===== src/rtl/clkdiv_sequencer.sv =====
// Programmable clock divider with a one-deep configuration queue.
// New settings take effect only at a period boundary (falling edge of out_clk).
//
// state | meaning
// IDLE  | divider stopped, out_clk held low, waiting for an enabling config
// RUN   | counting half-periods and toggling out_clk
module clkdiv_sequencer #(
   parameter int CNT_W = 8
) (
   input  logic             clk,
   input  logic             rst,
   input  logic             cfg_valid,
   output logic             cfg_ready,
   input  logic             cfg_en,
   input  logic [CNT_W-1:0] cfg_div,
   output logic             out_clk,
   output logic             tick,
   output logic             running
);

   localparam logic [0:0] S_IDLE = 1'b0;
   localparam logic [0:0] S_RUN  = 1'b1;

   logic [0:0]       state;
   logic [CNT_W-1:0] cnt;
   logic [CNT_W-1:0] h;
   logic [CNT_W-1:0] cfg_h;
   logic [CNT_W-1:0] pend_h;
   logic             pend_valid;
   logic             pend_en;
   logic             accept;
   logic             term;
   logic             fall;

   // A zero divide request is treated as the fastest setting (divide-by-2).
   assign cfg_h     = (cfg_div == '0) ? CNT_W'(1) : cfg_div;
   assign cfg_ready = ~pend_valid;
   assign accept    = cfg_valid & cfg_ready;
   assign term      = (cnt == h - CNT_W'(1));
   assign fall      = (state == S_RUN) & term & out_clk;
   assign running   = (state == S_RUN);

   always_ff @(posedge clk or posedge rst) begin
      if (rst) begin
         state      <= S_IDLE;
         cnt        <= '0;
         h          <= '0;
         out_clk    <= 1'b0;
         tick       <= 1'b0;
         pend_valid <= 1'b0;
         pend_en    <= 1'b0;
         pend_h     <= '0;
      end else begin
         case (state)
            S_IDLE: begin
               tick    <= 1'b0;
               cnt     <= '0;
               out_clk <= 1'b0;
               if (accept && cfg_en) begin
                  h     <= cfg_h;
                  state <= S_RUN;
               end
            end
            S_RUN: begin
               if (term) begin
                  cnt     <= '0;
                  out_clk <= ~out_clk;
                  tick    <= 1'b1;
               end else begin
                  cnt  <= cnt + CNT_W'(1);
                  tick <= 1'b0;
               end
               // Only a config queued before this edge is applied here; a same-edge
               // accept lands in the pending slot and waits a full period.
               if (fall && pend_valid) begin
                  pend_valid <= 1'b0;
                  if (pend_en) h <= pend_h;
                  else         state <= S_IDLE;
               end else if (accept) begin
                  pend_valid <= 1'b1;
                  pend_en    <= cfg_en;
                  pend_h     <= cfg_h;
               end
            end
            default: state <= S_IDLE;
         endcase
      end
   end

endmodule


===== config.mk =====
export PLATFORM = sky130hd
export DESIGN_NAME = clkdiv_sequencer
export DESIGN_NICKNAME = d
export VERILOG_FILES = /design/src/rtl/clkdiv_sequencer.sv
export SDC_FILE = /design/constraint.sdc
export NUM_CORES = 1
export LEC_CHECK = 0
export CAP_MARGIN = 20
export CORE_MARGIN = 4
export CORE_UTILIZATION = 45
export CTS_CLUSTER_DIAMETER = 200
export DETAILED_ROUTE_END_ITERATION = 10
export GPL_TIMING_DRIVEN = 0
export HOLD_SLACK_MARGIN = 0.1
export PLACE_DENSITY = 0.65
export RECOVER_POWER = 100
export SETUP_SLACK_MARGIN = 0.02
export SKIP_LAST_GASP = 1
export SLEW_MARGIN = 20
export SYNTH_ARGS = -nofsm -noshare
export SYNTH_HDL_FRONTEND = slang
export SYNTH_SLANG_ARGS = --single-unit

===== constraint.sdc =====
create_clock -name clk -period 2.6 [get_ports clk]
set_clock_uncertainty 0.2 [all_clocks]
set_input_delay 0.52 -clock clk [delete_from_list [all_inputs] [get_ports clk]]
set_output_delay 0.52 -clock clk [all_outputs]
set_load 0.02 [all_outputs]

==> impl_metrics.yaml, run 1 <==
timing:
  tns_ps: 0
  fmax_ghz: 0.407
  setup_viol: 0
  worst_pin_slew_ps: 1140
  fin_crit_sh_pct: 94.4
  relSlewSlack_pct: 23.6
  rsz0062_at_grt: "yes"
  final_max_slew_viol_count: 0
  fin_crit_ps: 2450
  report.final.hold_viol_count: 0
synth:
  async_flop_share_pct: 100
  syn_nets: 195
  synth-edff-count: 0
  yosysWarnings: 0
  syn_inst: 181
  synth.avg_cell_area_um2: 9.24
  synth_top_cell_by_area: "dfrtp_1"
  synth.area.top_cells: "dfrtp_1 (43%), nand2_1 (6.1%), mux2_2 (5.4%), nand3_1 (4.2%), xnor2_1 (4.2%)"
  synth.distinct_cells: 37
  ys_ff_latch: 29
  ys_seq_area_share_pct: 43.4
  synth_common_cells: "dfrtp_1 (29), nand2_1 (27), nor2_1 (17)"
  synth-main-ff-cell: "dfrtp_1"
  yosysMostFrequentCell: "dfrtp_1"
  synth_top_area_share_pct: 43.4
  synthesis.area_mm2: 0.00167
die:
  core_mm2: 0.00347
  die_x_um: 69.0
  fp.dieH_um: 69.0
  dieArea_mm2: 0.00475
  top_level_ports: 16
  start_util_pct: 48.2
  std_cell_rows: 21
run_status:
  status: "finished, final reports clean"
pwr:
  leakagePower_nw: 0.860
  peakVddDrop_mv: 0.439
  p_per_area_mw_per_mm2: 826
grt:
  antenna_found_initial: 0
  gr-usage-all-layers_pct: 17.9
  grt-ovfl-total: 0
  grt_pass1_vias: 1366
  grt_start_max_net_pins: 30
  grt_first_pass_wirelength_um: 6130
worst_setup_path:
  critPathKind: "flop to flop"
  critPathCaptureType: "flop"
  worst_setup_path_start_kind: "flop"
  cp.required_ps: 2530
  crit_arrival_ps: 2380
  critPathMaxFanout: 10
  worst-r2r-cell-count: 7
drt:
  vias: 1354
  drtIter0Drc: 82
  viasPerCell: 5.44
  routed_wl_um: 3460
  firstDrtPassIters: 4
  drc: 0
  wl_per_cell_um: 13.9
  ant_nets: 0
placement:
  port_buffers: 15
  place_hpwl_um: 2580
  dp_cells: 242
  gp_congestion: 0.788
layout:
  final_nets: 217
  num_antenna_cells: 0
  nFillCells: 325
  syn_to_final_growth_pct: 17.7
  fin_cells: 249
  drive_gt1_share_pct: 12.8
clock_network:
  clock_path_buffers: 2
  clockRootBuffer: "clkbuf_8"
  clock_latency_ps: 280
  clk_pin_slew_ps: 60
  hold_buffers: 0
  cts_inserted_buffers: 5
  cts_htree_levels: 2
  cts_sinks: 29
  cts_tree: "built"
job:
  max-cap-violations: 0
worst_hold_path:
  min_path_cells: 2
  hp-class: "flop to flop"
[final timing paths]
check,startpoint,to,slack (ps)
max in group asynchronous,rst,out_clk$_DFFE_PP0P_,740
min in group asynchronous,rst,cnt[2]$_DFF_PP0_,770
worst min register to register,pend_h[0]$_DFFE_PP0P_,pend_h[0]$_DFFE_PP0P_,290
worst min-delay path,pend_h[0]$_DFFE_PP0P_,pend_h[0]$_DFFE_PP0P_,290
worst max register to register,h[0]$_DFFE_PP0P_,pend_valid$_DFFE_PP0P_,150
worst max-delay path,h[0]$_DFFE_PP0P_,pend_valid$_DFFE_PP0P_,150
[routing by layer]
metal / vias up / routed length (um) / track usage (%)
met3: 7 / 166 / 5.51
met2: 31 / 1690 / 29.4
met5: - / 0 / 0
li1: 667 / - / -
met4: 0 / 61 / 7.30
met1: 649 / 1540 / 21.6
[registers in the layout, indices dropped and copies added, names as in the netlist]
name / count
cnt: 8
h: 8
pend_h: 8
out_clk: 1
pend_en: 1
pend_valid: 1
running: 1
tick: 1
[critical path: stages (launching register included)]
cell and delay, ps:
dfrtp_1 440, or4_4 560, nor4_2 260, nor2_1 70, and3_4 190, clkbuf_8 160, nor2_2 250, a41oi_1 160
[power by group]
part	total (W)	leakage (nW)	switching [W]	internal, W
Combinational	0.000532	0.454	0.000267	0.000265
Sequential	0.000727	0.361	0.000154	0.000573
Clock	0.000367	0.0443	0.000158	0.000209
[cell type report]
type / instances / area (um2) / area share, %
Timing Repair Buffer: 15 / 150 / 7.63
Inverter: 13 / 48.8 / 2.48
Multi-Input combinational cell: 133 / 843 / 42.8
Sequential cell: 29 / 726 / 36.9
Clock buffer: 7 / 86.3 / 4.39
Buffer: 6 / 56.3 / 2.86
Tap cell: 46 / 57.6 / 2.92
[what timing repair did]
action | CTS | global route
setup endpoints to repair | 0 | 8
buffers inserted | 0 | 0
resized for setup | 0 | 1
[layout by cell type (no fill, tap or decap), drive strengths merged, types with 4 or more instances in the layout]
cell / count
a21oi: 5
nor3: 4
inv: 13
dfrtp: 29
o21ai: 11
mux2: 8
nand2: 27
and3: 4
clkbuf: 12
nor2: 18
nand3: 14
o2bb2ai: 7
xor2: 6
clkdlybuf4s50: 10
dlygate4sd3: 5
xnor2: 8
[cells by family after synthesis]
logic type	count (synthesis)	synth area share [%]
compound gates	29	12.1
fa+ha+maj	2	1.50
flops	29	43.4
simple gates	79	23.4
buf+inv	19	6.29
xor+xnor	14	7.34
mux	9	5.99
[metrics by stage]
step           total power, W  hold WS, ps  setup slack [ps]  instance area [um2]  utilization (%)
3_5_place_dp          0.00126          285               158                 1880             54.2
6_report              0.00163          294               146                 1970             56.7
4_1_cts               0.00164          294               126                 1970             56.7
3_3_place_gp          0.00124          274               195                 1880             54.2
5_1_grt               0.00175          318              11.3                 1970             56.7
2_1_floorplan         0.00112          250               277                 1670                -
Note: power is estimated with default switching activity, not from simulation.
==> inputs of run 2 (changes only) <==
CELL_PAD_IN_SITES_DETAIL_PLACEMENT = 0   (was default)
CELL_PAD_IN_SITES_GLOBAL_PLACEMENT = 1   (was default)
CORE_UTILIZATION = 43   (was 45)
GPL_TIMING_DRIVEN = default   (was 0)
PLACE_DENSITY = default   (was 0.65)
PLACE_DENSITY_LB_ADDON = 0.1   (was default)
==> run 2 against run 1 <==
Effect of this change:
- die area up 4.1%
- clock power fell by 1%
- sequential share of layout area up 0.087 points
- cell area hardly changed
- count of clock-buffer cells in the layout down 1
- combinational power increased by 9.8%
- sequential cell count did not move
- fmax down 1.0%
- critical path depth shrank 1
- critical path type unchanged
- highest routed layer unchanged
==> impl_metrics.yaml, run 2 (synthesized netlist as in run 1, its figures left out) <==
grt:
  met2_usage_pct: 27.3
  grt_start_max_net_pins: 30
  grt_util_met1_pct: 23.0
  gr-usage-all-layers_pct: 17.5
  antenna_found_initial: 0
  grt_pass1_vias: 1366
  grt_first_pass_wirelength_um: 6700
  grt-ovfl-total: 0
  grtUsageMet3_pct: 5.04
  top_usage_layer: "met2"
clock_network:
  clockRootBuffer: "clkbuf_8"
  cts_tree: "built"
  clk_pin_slew_ps: 60
  clock_latency_ps: 290
  cts_inserted_buffers: 5
  hold_buffers: 0
  cts_htree_levels: 2
  clock_path_buffers: 2
  cts_sinks: 29
timing:
  worst_pin_slew_ps: 746
  final_max_slew_viol_count: 0
  report.final.hold_viol_count: 0
  setup_viol: 0
  whs_ps: 310
  relSlewSlack_pct: 50.3
  rsz0062_at_grt: "no"
  fin_crit_sh_pct: 95.4
  fmax_ghz: 0.403
  fin_crit_ps: 2480
  tns_ps: 0
drt:
  vias: 1359
  drc: 0
  firstDrtPassIters: 4
  viasPerCell: 5.33
  wl_per_cell_um: 15.5
  drtIter0Drc: 94
  routed_wl_um: 3960
  ant_nets: 0
layout:
  syn_to_final_growth_pct: 17.7
  reg.largest.list: "cnt x8, h x8, pend_h x8"
  layout_commonest_cell: "dfrtp_1"
  nFillCells: 362
  final_cell_mix: "dfrtp_1 (28), nand2_1 (27), nor2_1 (18)"
  final_nets: 220
  num_antenna_cells: 0
  multiInputGateArea_um2: 840
  drive_gt1_share_pct: 15.0
  ff_latch_area_um2: 727
worst_setup_path:
  cp.required_ps: 2570
  worst_setup_path_start_kind: "flop"
  crit_path_end: "h[0]$_DFFE_PP0P_"
  crit_family: "simple AND/OR/NAND/NOR gates"
  max_stage_delay_ps: 530
  crit_arrival_ps: 2450
  critPathCaptureType: "flop"
  critPathMaxFanout: 6
  worst-r2r-cell-count: 6
  path_buf_inv: 0
  slowest_stage: "or4_4"
  critPathKind: "flop to flop"
  crit_chain: "or4_4 > nor4_1 > nor2_1 > and3_4 > o311a_1 > a311o_1"
  rr_startpoint: "h[0]$_DFFE_PP0P_"
  cp-startpoint: "h[0]$_DFFE_PP0P_"
  crit_cells: 6
  reg2reg_to: "h[0]$_DFFE_PP0P_"
  r2r_slack_ps: 120
placement:
  place_hpwl_um: 2880
  port_buffers: 15
  gp_congestion: 0.778
run_status:
  status: "finished, final reports clean"
job:
  max-cap-violations: 0
die:
  start_util_pct: 45.0
  die_x_um: 70.4
  std_cell_rows: 22
  top_level_ports: 16
  core_mm2: 0.00372
  dieArea_mm2: 0.00495
  fp.dieH_um: 70.4
worst_hold_path:
  hp-class: "flop to flop"
pwr:
  peakVddDrop_mv: 0.366
  leakagePower_nw: 0.869
  p_per_area_mw_per_mm2: 843
-- run 2: worst register-to-register path: stages (launching register included) --
cell	delay (ps)
dfrtp_2	440
or4_4	530
nor4_1	300
nor2_1	80
and3_4	210
o311a_1	340
a311o_1	260
-- run 2: metal layers --
metal	vias up	part of all wire, %
li1	673	-
met3	7	3.4
met2	21	48
met1	658	47
met5	-	0
met4	0	1.5
-- run 2: worst min-delay path by stage --
stage	from	to	slack, ps	depth (start not counted)
finish	pend_h[3]$_DFFE_PP0P_	pend_h[3]$_DFFE_PP0P_	310	1
global route	pend_h[6]$_DFFE_PP0P_	pend_h[6]$_DFFE_PP0P_	330	1
CTS	pend_h[6]$_DFFE_PP0P_	pend_h[6]$_DFFE_PP0P_	310	1
detailed placement	pend_h[6]$_DFFE_PP0P_	pend_h[6]$_DFFE_PP0P_	300	1
global placement	pend_h[6]$_DFFE_PP0P_	pend_h[6]$_DFFE_PP0P_	290	1
floorplan	pend_h[0]$_DFFE_PP0P_	pend_h[0]$_DFFE_PP0P_	250	2
-- run 2: what timing repair did --
item,in CTS,in global routing
gates resized for setup,0,3
setup endpoints to repair,0,18
buffers inserted,0,1
-- run 2: metrics by stage --
step	setup WS (ps)	total power [W]	util, %	instances	area, um2
floorplan	277	0.00112	-	181	1670
global placement	178	0.00127	50.7	246	1890
global route	11.5	0.00179	52.9	255	1970
CTS	65.9	0.00167	53.0	254	1970
detailed placement	81.0	0.00130	50.7	246	1890
finish	121	0.00166	52.9	255	1970
-- run 2: power by group --
part	switching, W	total, W	internal (W)
clock network	0.000177	0.000362	0.000185
registers	0.000139	0.000712	0.000573
logic	0.000303	0.000584	0.000281
-- run 2: cell type report --
| cell class | count | area share [%] |
|---|---|---|
| Multi-Input combinational cell | 133 | 42.7 |
| Sequential cell | 29 | 37.0 |
| Timing Repair Buffer | 24 | 10.6 |
| Clock buffer | 6 | 3.69 |
| Tap cell | 48 | 3.05 |
| Inverter | 13 | 2.48 |
| Clock inverter | 2 | 0.509 |
==> inputs of run 3 (changes only) <==
CTS_CLUSTER_DIAMETER = 150   (was 200)
SLEW_MARGIN = default   (was 20)
==> results of run 3 <==
Final layout, timing and power as in run 2 (identical DEF).
